===== src/rtl/writeback_arbiter_if.sv =====
// Writeback bus: ALU result stream, load stream, register-file write port
// and the decode-stage forwarding lookup.
interface writeback_arbiter_if;
  logic        alu_valid;
  logic        alu_ready;
  logic [4:0]  alu_reg;
  logic [31:0] alu_data;
  logic        mem_valid;
  logic [4:0]  mem_reg;
  logic [31:0] mem_data;
  logic        EnableWrite;
  logic [4:0]  write_reg;
  logic [31:0] write_data;
  logic [4:0]  fwd_reg;
  logic        fwd_hit;
  logic [31:0] fwd_data;

  // Arbiter side
  modport slave (
    input  alu_valid, alu_reg, alu_data,
    input  mem_valid, mem_reg, mem_data,
    input  fwd_reg,
    output alu_ready,
    output EnableWrite, write_reg, write_data,
    output fwd_hit, fwd_data
  );

  // Pipeline / register-file side
  modport master (
    output alu_valid, alu_reg, alu_data,
    output mem_valid, mem_reg, mem_data,
    output fwd_reg,
    input  alu_ready,
    input  EnableWrite, write_reg, write_data,
    input  fwd_hit, fwd_data
  );
endinterface


===== src/rtl/writeback_arbiter.sv =====
// Merges ALU results (queued) and load data (never stalled) onto the single
// register-file write port, and reports in-flight values for forwarding.
module writeback_arbiter #(
  parameter int unsigned DEPTH = 4
) (
  input logic           clk,
  input logic           rst,
  writeback_arbiter_if.slave bus
);

  localparam int unsigned AW   = (DEPTH > 1) ? $clog2(DEPTH) : 1;
  localparam logic [AW:0] FULL = (AW+1)'(DEPTH);

  logic [4:0]    q_reg  [DEPTH];
  logic [31:0]   q_data [DEPTH];
  logic [AW-1:0] rd_ptr;
  logic [AW-1:0] wr_ptr;
  logic [AW:0]   count;

  logic          ew_q;
  logic [4:0]    wreg_q;
  logic [31:0]   wdata_q;

  logic          mem_win;
  logic          push;
  logic          pop;

  logic          hit;
  logic [31:0]   hit_data;
  logic [AW-1:0] idx;

  // Readiness comes from the registered count only; a same-cycle pop does not help
  assign bus.alu_ready   = (count < FULL);
  assign mem_win         = bus.mem_valid && (bus.mem_reg != '0);
  assign push            = bus.alu_valid && bus.alu_ready && (bus.alu_reg != '0);
  assign pop             = !mem_win && (count != '0);

  assign bus.EnableWrite = ew_q;
  assign bus.write_reg   = wreg_q;
  assign bus.write_data  = wdata_q;
  assign bus.fwd_hit     = hit;
  assign bus.fwd_data    = hit_data;

  // Queue storage; validity is tracked by count, so no reset is needed here
  always_ff @(posedge clk) begin
    if (push) begin
      q_reg[wr_ptr]  <= bus.alu_reg;
      q_data[wr_ptr] <= bus.alu_data;
    end
  end

  // Pointer/count bookkeeping and write-port selection (loads win over the queue)
  always_ff @(posedge clk or posedge rst) begin
    if (rst) begin
      rd_ptr  <= '0;
      wr_ptr  <= '0;
      count   <= '0;
      ew_q    <= 1'b0;
      wreg_q  <= '0;
      wdata_q <= '0;
    end else begin
      if (push) wr_ptr <= wr_ptr + AW'(1);
      if (pop)  rd_ptr <= rd_ptr + AW'(1);
      case ({push, pop})
        2'b10:   count <= count + (AW+1)'(1);
        2'b01:   count <= count - (AW+1)'(1);
        default: count <= count;
      endcase
      if (mem_win) begin
        ew_q    <= 1'b1;
        wreg_q  <= bus.mem_reg;
        wdata_q <= bus.mem_data;
      end else if (pop) begin
        ew_q    <= 1'b1;
        wreg_q  <= q_reg[rd_ptr];
        wdata_q <= q_data[rd_ptr];
      end else begin
        ew_q    <= 1'b0;
      end
    end
  end

  // Forwarding lookup: lowest priority is applied first and overwritten by
  // higher-priority matches (output reg, then queue oldest->youngest, then load)
  always_comb begin
    hit      = 1'b0;
    hit_data = '0;
    idx      = '0;
    if (ew_q && (wreg_q == bus.fwd_reg)) begin
      hit      = 1'b1;
      hit_data = wdata_q;
    end
    for (int unsigned i = 0; i < DEPTH; i++) begin
      idx = rd_ptr + AW'(i);
      if ((i < 32'(count)) && (q_reg[idx] == bus.fwd_reg)) begin
        hit      = 1'b1;
        hit_data = q_data[idx];
      end
    end
    if (bus.mem_valid && (bus.mem_reg == bus.fwd_reg)) begin
      hit      = 1'b1;
      hit_data = bus.mem_data;
    end
    if (bus.fwd_reg == '0) begin
      hit      = 1'b0;
      hit_data = '0;
    end
  end

endmodule


===== src/flat_wrapper.sv =====
// flat-port wrapper written by rule: the top's interface ports become plain ports
module writeback_arbiter_flat 
#(
  parameter int unsigned DEPTH = 4
)
  (clk, rst, bus_alu_valid, bus_alu_reg, bus_alu_data, bus_mem_valid, bus_mem_reg, bus_mem_data, bus_fwd_reg, bus_alu_ready, bus_EnableWrite, bus_write_reg, bus_write_data, bus_fwd_hit, bus_fwd_data);
  writeback_arbiter_if bus_i ();
  input logic clk;
  input logic rst;
  input wire logic [$bits(bus_i.alu_valid)-1:0] bus_alu_valid;
  input wire logic [$bits(bus_i.alu_reg)-1:0] bus_alu_reg;
  input wire logic [$bits(bus_i.alu_data)-1:0] bus_alu_data;
  input wire logic [$bits(bus_i.mem_valid)-1:0] bus_mem_valid;
  input wire logic [$bits(bus_i.mem_reg)-1:0] bus_mem_reg;
  input wire logic [$bits(bus_i.mem_data)-1:0] bus_mem_data;
  input wire logic [$bits(bus_i.fwd_reg)-1:0] bus_fwd_reg;
  output wire logic [$bits(bus_i.alu_ready)-1:0] bus_alu_ready;
  output wire logic [$bits(bus_i.EnableWrite)-1:0] bus_EnableWrite;
  output wire logic [$bits(bus_i.write_reg)-1:0] bus_write_reg;
  output wire logic [$bits(bus_i.write_data)-1:0] bus_write_data;
  output wire logic [$bits(bus_i.fwd_hit)-1:0] bus_fwd_hit;
  output wire logic [$bits(bus_i.fwd_data)-1:0] bus_fwd_data;
  assign bus_i.alu_valid = bus_alu_valid;
  assign bus_i.alu_reg = bus_alu_reg;
  assign bus_i.alu_data = bus_alu_data;
  assign bus_i.mem_valid = bus_mem_valid;
  assign bus_i.mem_reg = bus_mem_reg;
  assign bus_i.mem_data = bus_mem_data;
  assign bus_i.fwd_reg = bus_fwd_reg;
  assign bus_alu_ready = bus_i.alu_ready;
  assign bus_EnableWrite = bus_i.EnableWrite;
  assign bus_write_reg = bus_i.write_reg;
  assign bus_write_data = bus_i.write_data;
  assign bus_fwd_hit = bus_i.fwd_hit;
  assign bus_fwd_data = bus_i.fwd_data;
  writeback_arbiter #(.DEPTH(DEPTH)) u_core (.clk(clk), .rst(rst), .bus(bus_i));
endmodule

===== config.mk =====
export PLATFORM = sky130hd
export DESIGN_NAME = writeback_arbiter_flat
export DESIGN_NICKNAME = d
export VERILOG_FILES = /design/src/rtl/writeback_arbiter_if.sv /design/src/rtl/writeback_arbiter.sv /design/src/flat_wrapper.sv
export SDC_FILE = /design/constraint.sdc
export NUM_CORES = 1
export LEC_CHECK = 0
export ABC_AREA = 1
export BUFFER_PORTS_ARGS = -buffer_cell sky130_fd_sc_hd__buf_4
export CAP_MARGIN = 20
export CORE_ASPECT_RATIO = 0.6
export CORE_MARGIN = 4
export CORE_UTILIZATION = 55
export DETAILED_ROUTE_END_ITERATION = 8
export GPL_ROUTABILITY_DRIVEN = 0
export PLACE_DENSITY = 0.76
export SETUP_SLACK_MARGIN = 0.15
export SLEW_MARGIN = 0
export SYNTH_ARGS = -nofsm -noshare
export SYNTH_HDL_FRONTEND = slang
export SYNTH_SLANG_ARGS = --single-unit

===== constraint.sdc =====
create_clock -name clk -period 3.15 [get_ports clk]
set_input_delay 0.1575 -clock clk [delete_from_list [all_inputs] [get_ports clk]]
set_output_delay 0.1575 -clock clk [all_outputs]
set_load 0.005 [all_outputs]

**After elaboration in Yosys (flattened, before gate mapping)**

Memories as Yosys holds them, arrays and structs flattened.
Cells that the tools add are included.

- Magnitude comparators: 5
- Reductions and logical operators: 17
- Equal/unequal tests: 8
- Add/subtract/negate cells: 6
- Multiplexer cells: 23

Operators by type and width:

| kind | number |
|---|---|
| $mux 32 | 9 |
| $eq 5x5->1 | 6 |
| $mux 1 | 11 |
| $logic_and 1x1->1 | 10 |
| $mux 5 | 2 |
| $reduce_bool 5->1 | 2 |
| $lt 1x3->1 const A | 2 |
| $lt 2x3->1 const A | 2 |
| $pmux 3 s2 | 1 |
| $logic_not 5->1 | 1 |
| $add 2x1->2 const B | 2 |
| $add 2x2->2 const B | 2 |
| $reduce_bool 2->1 | 2 |
| $add 3x1->3 const B | 1 |
| $lt 3x3->1 const B | 1 |
| $reduce_bool 3->1 | 1 |
| $sub 3x1->3 const B | 1 |
| $eq 2x1->1 const B | 1 |
| $eq 2x2->1 const B | 1 |
| $logic_not 1->1 | 1 |

- Output and inout bits: 72
- RAM bits: 148
- Flip-flop bits (word level): 45
- Memories kept: 2
- Logic and storage cells: 67

Memory list:

| memory | words | bits a word | rd ports | clocked after Yosys merged registers in | wr ports | RTL line | source |
|---|---|---|---|---|---|---|---|
| u_core.q_data | 4 | 32 | 4 | 0 | 1 | writeback_arbiter.sv:15 | `logic [31:0] q_data [DEPTH];` |
| u_core.q_reg | 4 | 5 | 4 | 0 | 1 | writeback_arbiter.sv:14 | `logic [4:0] q_reg [DEPTH];` |

**Longest topological paths before layout**

- Depth after elaboration: 9
- Depth in mapped cells: 18

**Worst setup path after synthesis**

No wires, ideal clock.

- Kind: register -> register
- Start point: register u_core.count[2]
- End point: memory u_core.q_data[0][0] (enable)
- Arrival: 2.349 ns
- Required time: 2.719 ns
- Slack: 0.369 ns
- Cell stages (with the launch flop): 4
- Clock period less this slack: 2.781 ns
- Setup time: 0.431 ns
- Cells stage by stage: dfrtp_1 -> inv_1 -> o311ai_2 -> nor2_1

- Word-level cells in the longest chain between the ends: 5

RTL lines:

| item | RTL line | source |
|---|---|---|
| start: declaration | writeback_arbiter.sv:18 | `logic [AW:0] count;` |
| start signal: assignment | writeback_arbiter.sv:65 | `2'b10: count <= count + (AW+1)'(1);` |
| start signal: assignment | writeback_arbiter.sv:66 | `2'b01: count <= count - (AW+1)'(1);` |
| start signal: assignment | writeback_arbiter.sv:67 | `default: count <= count;` |
| $lt 3x3->1 | writeback_arbiter.sv:33 | `assign bus.alu_ready = (count < FULL);` |
| named net bus_alu_ready | flat_wrapper.sv:17 | `output wire logic [$bits(bus_i.alu_ready)-1:0] bus_alu_ready;` |
| $logic_and 1x1->1 (2 in a row) | writeback_arbiter.sv:35 | `assign push = bus.alu_valid && bus.alu_ready && (bus.alu_reg != '0);` |
| $mux 1 | writeback_arbiter.sv:46 | `if (push) begin` |
| $mux 1 (implied by the code) | writeback_arbiter.sv:48 | `q_data[wr_ptr] <= bus.alu_data;` |
| end: declaration | writeback_arbiter.sv:15 |  |

The timed path passes the listed nets, and every way through them passes these cells.

**Worst setup path in the final report**

- Start point: register u_core.rd_ptr[0]
- End point: output bus_fwd_data[15]

- Word-level cells in the longest chain between the ends: 9
- Elaborated cells on any way between the ends: 19
- Classes of those cells: 3 x add/sub; 4 x eq/ne; 6 x mux; 4 x reduce/logical; 2 x memory

RTL lines:

| item | RTL line | source |
|---|---|---|
| start: declaration | writeback_arbiter.sv:16 | `logic [AW-1:0] rd_ptr;` |
| start signal: assignment | writeback_arbiter.sv:63 | `if (pop) rd_ptr <= rd_ptr + AW'(1);` |
| $add 2x1->2 / $mem_v2 4x5 (equally long branches) | - |  |
| $mem_v2 4x5 / $eq 5x5->1 (equally long branches) | - |  |
| $eq 5x5->1 / $logic_and 1x1->1 (equally long branches) | writeback_arbiter.sv:95 | `if ((i < 32'(count)) && (q_reg[idx] == bus.fwd_reg)) begin` |
| $logic_and 1x1->1 / $mux 32 (equally long branches) | writeback_arbiter.sv:95 |  |
| $mux 32 (2 in a row) | writeback_arbiter.sv:95 |  |
| $mux 32 (*) | writeback_arbiter.sv:95 |  |
| $mux 32 (*) | writeback_arbiter.sv:100 | `if (bus.mem_valid && (bus.mem_reg == bus.fwd_reg)) begin` |
| $mux 32 (*) | writeback_arbiter.sv:104 | `if (bus.fwd_reg == '0) begin` |
| end: declaration | flat_wrapper.sv:22 | `output wire logic [$bits(bus_i.fwd_data)-1:0] bus_fwd_data;` |

Every way passes the cells marked *; elsewhere a longest branch is shown, timed or not.

==> tab_implementation.tex <==
\begin{tabular}{lr}
\hline
Metric & Value \\
\hline
\multicolumn{2}{l}{\textbf{STA}} \\
Final setup viols & 20 \\
Final Max Tran Viols & 0 \\
Final critical-path setup slack & -0.0983 ns \\
RSZ-0062 raised after global routing & yes \\
Ratio of final minimum period to clock period & 1.03 \\
Max-slew headroom at the worst pin & 0.454 \\
Hold\_ws & 0.0354 ns \\
Sum of negative setup slack & -0.589 ns \\
Slew at the pin closest to its max-slew limit & 0.819 ns \\
Final number of hold-violating endpoints & 0 \\
Worst-case clock skew & 0.00915 ns \\
Post-route minimum period & 3.25 ns \\
F\_max & 0.308 GHz \\
\multicolumn{2}{l}{\textbf{Global route}} \\
Remaining Overflow, GRT & 0 \\
Initial antenna violation count & 0 \\
Vias in the first global route & 11616 \\
GRT met2 Usage & 0.474 \\
Met1 Resource Use GR & 0.452 \\
GR Util All Layers & 0.314 \\
Met3 Usage GRT & 0.0735 \\
Global-route wire length before repair & 63.3 mm \\
Largest net degree at the start of global routing & 121 \\
Most used routing layer & met2 \\
\multicolumn{2}{l}{\textbf{Synth}} \\
Per-instance average area after synthesis & 7.35 um\^{}2 \\
Netlist Area Pre-Place & 12600 um\^{}2 \\
Number of cells produced by synthesis & 1719 \\
Post-synthesis register bit count & 193 \\
Dominant cell type by area after synthesis & edfxtp\_1 \\
Complex-gate fraction of the synthesized area & 0.185 \\
Adder and majority gate portion of the synthesized area & 0.00891 \\
Share of the synthesized netlist area taken by xor and xnor gates & 0.00763 \\
Synthesis warning total & 0 \\
Number of distinct library cells after synthesis & 40 \\
Synth area leaders & edfxtp\_1, nand2\_1, o21ai\_0 \\
Mux contribution to synthesized area & 0.00238 \\
Share of the synthesized area in the top cell type & 0.352 \\
Combinational family with the most area after synthesis & simple AND/OR/NAND/NOR gates \\
Nets in the synthesized netlist & 1811 \\
Area fraction in and, or, nand and nor cells after synthesis & 0.261 \\
Portion of the post-synthesis area used by sequential elements & 0.441 \\
\multicolumn{2}{l}{\textbf{Power and ir drop}} \\
Total power divided by cell area & 958 nW/um\^{}2 \\
Cell leakage power & 7.25 nW \\
Total Power & 15.8 mW \\
Maximum resistive drop on vdd & 0.568 mV \\
\multicolumn{2}{l}{\textbf{Layout}} \\
Net total in the final layout & 2016 \\
Final standard cell utilization of the core & 0.740 \\
Post-synthesis to final-layout area growth & 30.9\% \\
Share of post-route cells with drive strength above 1 & 0.198 \\
Final cell count without fillers & 2245 \\
Final non-filler cell area & 16500 um\^{}2 \\
Highest-count cells in the layout ignoring fill and taps & nand2\_1, o21ai\_0, buf\_4 \\
Final antenna diode count & 0 \\
Leading cell type in the layout, fill and taps excluded & nand2\_1 \\
Largest register FFs & 128 \\
\multicolumn{2}{l}{\textbf{Routing}} \\
Sum of routed wire length over all layers & 47.3 mm \\
DRT Pass-1 Iters & 9 \\
Number of violations reported at the end of detailed-routing iteration 0 & 2225 \\
Mean number of vias per cell & 6.03 \\
Wire per inst & 21.1 um \\
DRC violations left & 14 \\
Number of routed nets with antenna violations & 0 \\
Detailed-route via count & 13541 \\
\multicolumn{2}{l}{\textbf{Run}} \\
Number of violations of the max-capacitance limit & 0 \\
\multicolumn{2}{l}{\textbf{Placement}} \\
Placed standard-cell area & 13900 um\^{}2 \\
Post-DP HPWL & 25.6 mm \\
Setup Slack @ Placement & 0.285 ns \\
Number of placed cells counting well taps & 2096 \\
Port-buffer cells & 154 \\
\multicolumn{2}{l}{\textbf{Status}} \\
Outcome & complete, but fails checks \\
Violations in the final reports & design-rule violations, negative setup slack \\
\multicolumn{2}{l}{\textbf{Clocking}} \\
TritonCTS clock tree & built \\
Post-CTS clock slew at the launch and capture registers of the worst setup and hold paths & 0.07 ns \\
Clk buf depth & 2 \\
Clk Latency, worst-skew pair & 0.45 ns \\
Clock sink total & 193 \\
H-tree Lvls & 4 \\
Number of buffers created by CTS & 17 \\
Root buffer selected by CTS & clkbuf\_16 \\
\multicolumn{2}{l}{\textbf{Critical path}} \\
Number of cells traversed by the worst register-to-register path & 9 \\
Highest net fanout along the worst path & 11 \\
Arrival time of data at the critical path endpoint & 3.09 ns \\
Setup crit start kind & flip-flop \\
Worst EP required & 2.99 ns \\
Critical setup path kind & flip-flop to primary output \\
Element type at the critical path end & primary output \\
\multicolumn{2}{l}{\textbf{Floorplanning}} \\
Core Region & 22300 um\^{}2 \\
Cell row count & 42 \\
Effective utilization at floorplan & 0.566 \\
Die area & 25500 um\^{}2 \\
I/O pin cnt & 155 \\
Die extent in y & 125 um \\
Width of the chip & 204 um \\
\multicolumn{2}{l}{\textbf{Hold path}} \\
Hold Crit Depth & 3 \\
Type of the worst min-delay path & input port to flip-flop \\
\hline
\end{tabular}
## worst max-delay path, stage by stage (launching register included)
cell and delay, ns:
dfrtp_4 0.49, buf_12 0.17, buf_6 0.18, nand2_1 0.09
nand2_1 0.12, nand2_1 0.11, nand2_1 0.10, nand2_1 0.06
nand2_2 0.09, nor2_4 0.05, nand3_4 0.09, buf_12 0.17
clkbuf_16 0.21, nor2_1 0.05, nor2_1 0.08, nand2_1 0.06
nand2_1 0.07, nand2_1 0.06, a21oi_2 0.21, buf_4 0.15
## synthesized netlist by cell type (all sizes together)
master,n
a21boi,2
a21oi,72
a221oi,3
buf,63
clkbuf,54
clkinv,2
dfrtp,45
edfxtp,148
ha,9
inv,149
mux2i,3
nand2,589
nand3,109
nand3b,2
nand4,1
nor2,116
nor3,4
o211ai,42
o21ai,286
o221ai,5
o22ai,1
o311ai,1
or2,1
or3,1
xnor2,2
xor2,9
## kinds of logic (layout without fill, tap and decap cells)
kind of cell | Yosys count | after routing
AO/OA/AOI/OAI | 412 | 412
XOR/XNOR | 11 | 11
adder cells (fa/ha/maj) | 9 | 9
buffers and inverters | 268 | 484
flip-flops | 193 | 193
multiplexers | 3 | 3
AND/OR/NAND/NOR | 823 | 825
## what timing repair did
item,4_1_cts,5_1_grt
gates resized for setup,26,115
gates cloned,3,24
pin swaps,4,51
hold buffers,71,0
setup buffers,7,12
hold endpoints to repair,209,0
setup endpoints to repair,33,33
## power breakdown
part / internal (mW) / leakage [nW] / switching [mW]
sequential: 3.32 / 1.88 / 0.355
combinational: 3.54 / 5.04 / 6.08
clock: 1.52 / 0.329 / 1.03
## final timing paths
path                                              start                   endpoint  slack (ns)
worst max-delay path                   u_core.rd_ptr[0]           bus_fwd_data[15]        -0.1
worst min-delay path                   bus_mem_data[23]  u_core.bus.write_data[23]        0.04
worst max register to register          u_core.count[2]            u_core.count[2]        0.88
worst min register to register  u_core.bus.write_reg[0]    u_core.bus.write_reg[0]        0.54
max in group asynchronous                           rst  u_core.bus.write_data[15]        2.02
min in group asynchronous                           rst    u_core.bus.write_reg[4]        0.41
## routing by layer
layer  wire [um]  vias up
li1            -     6096
met1       17900     6099
met2       20200     1139
met3        7200      207
met4        2050        0
met5           0        -
## area by class of cell
cell class | count | area (um^2)
Multi-Input combinational cell | 1260 | 6240
Fill cell | 1546 | 5800
Sequential cell | 193 | 5580
Timing Repair Buffer | 298 | 2990
Inverter | 151 | 637
Clock buffer | 20 | 447
Tap cell | 308 | 385
Clock inverter | 12 | 225
Timing Repair inverter | 3 | 40.0
Power figures use the tool's default switching activity.
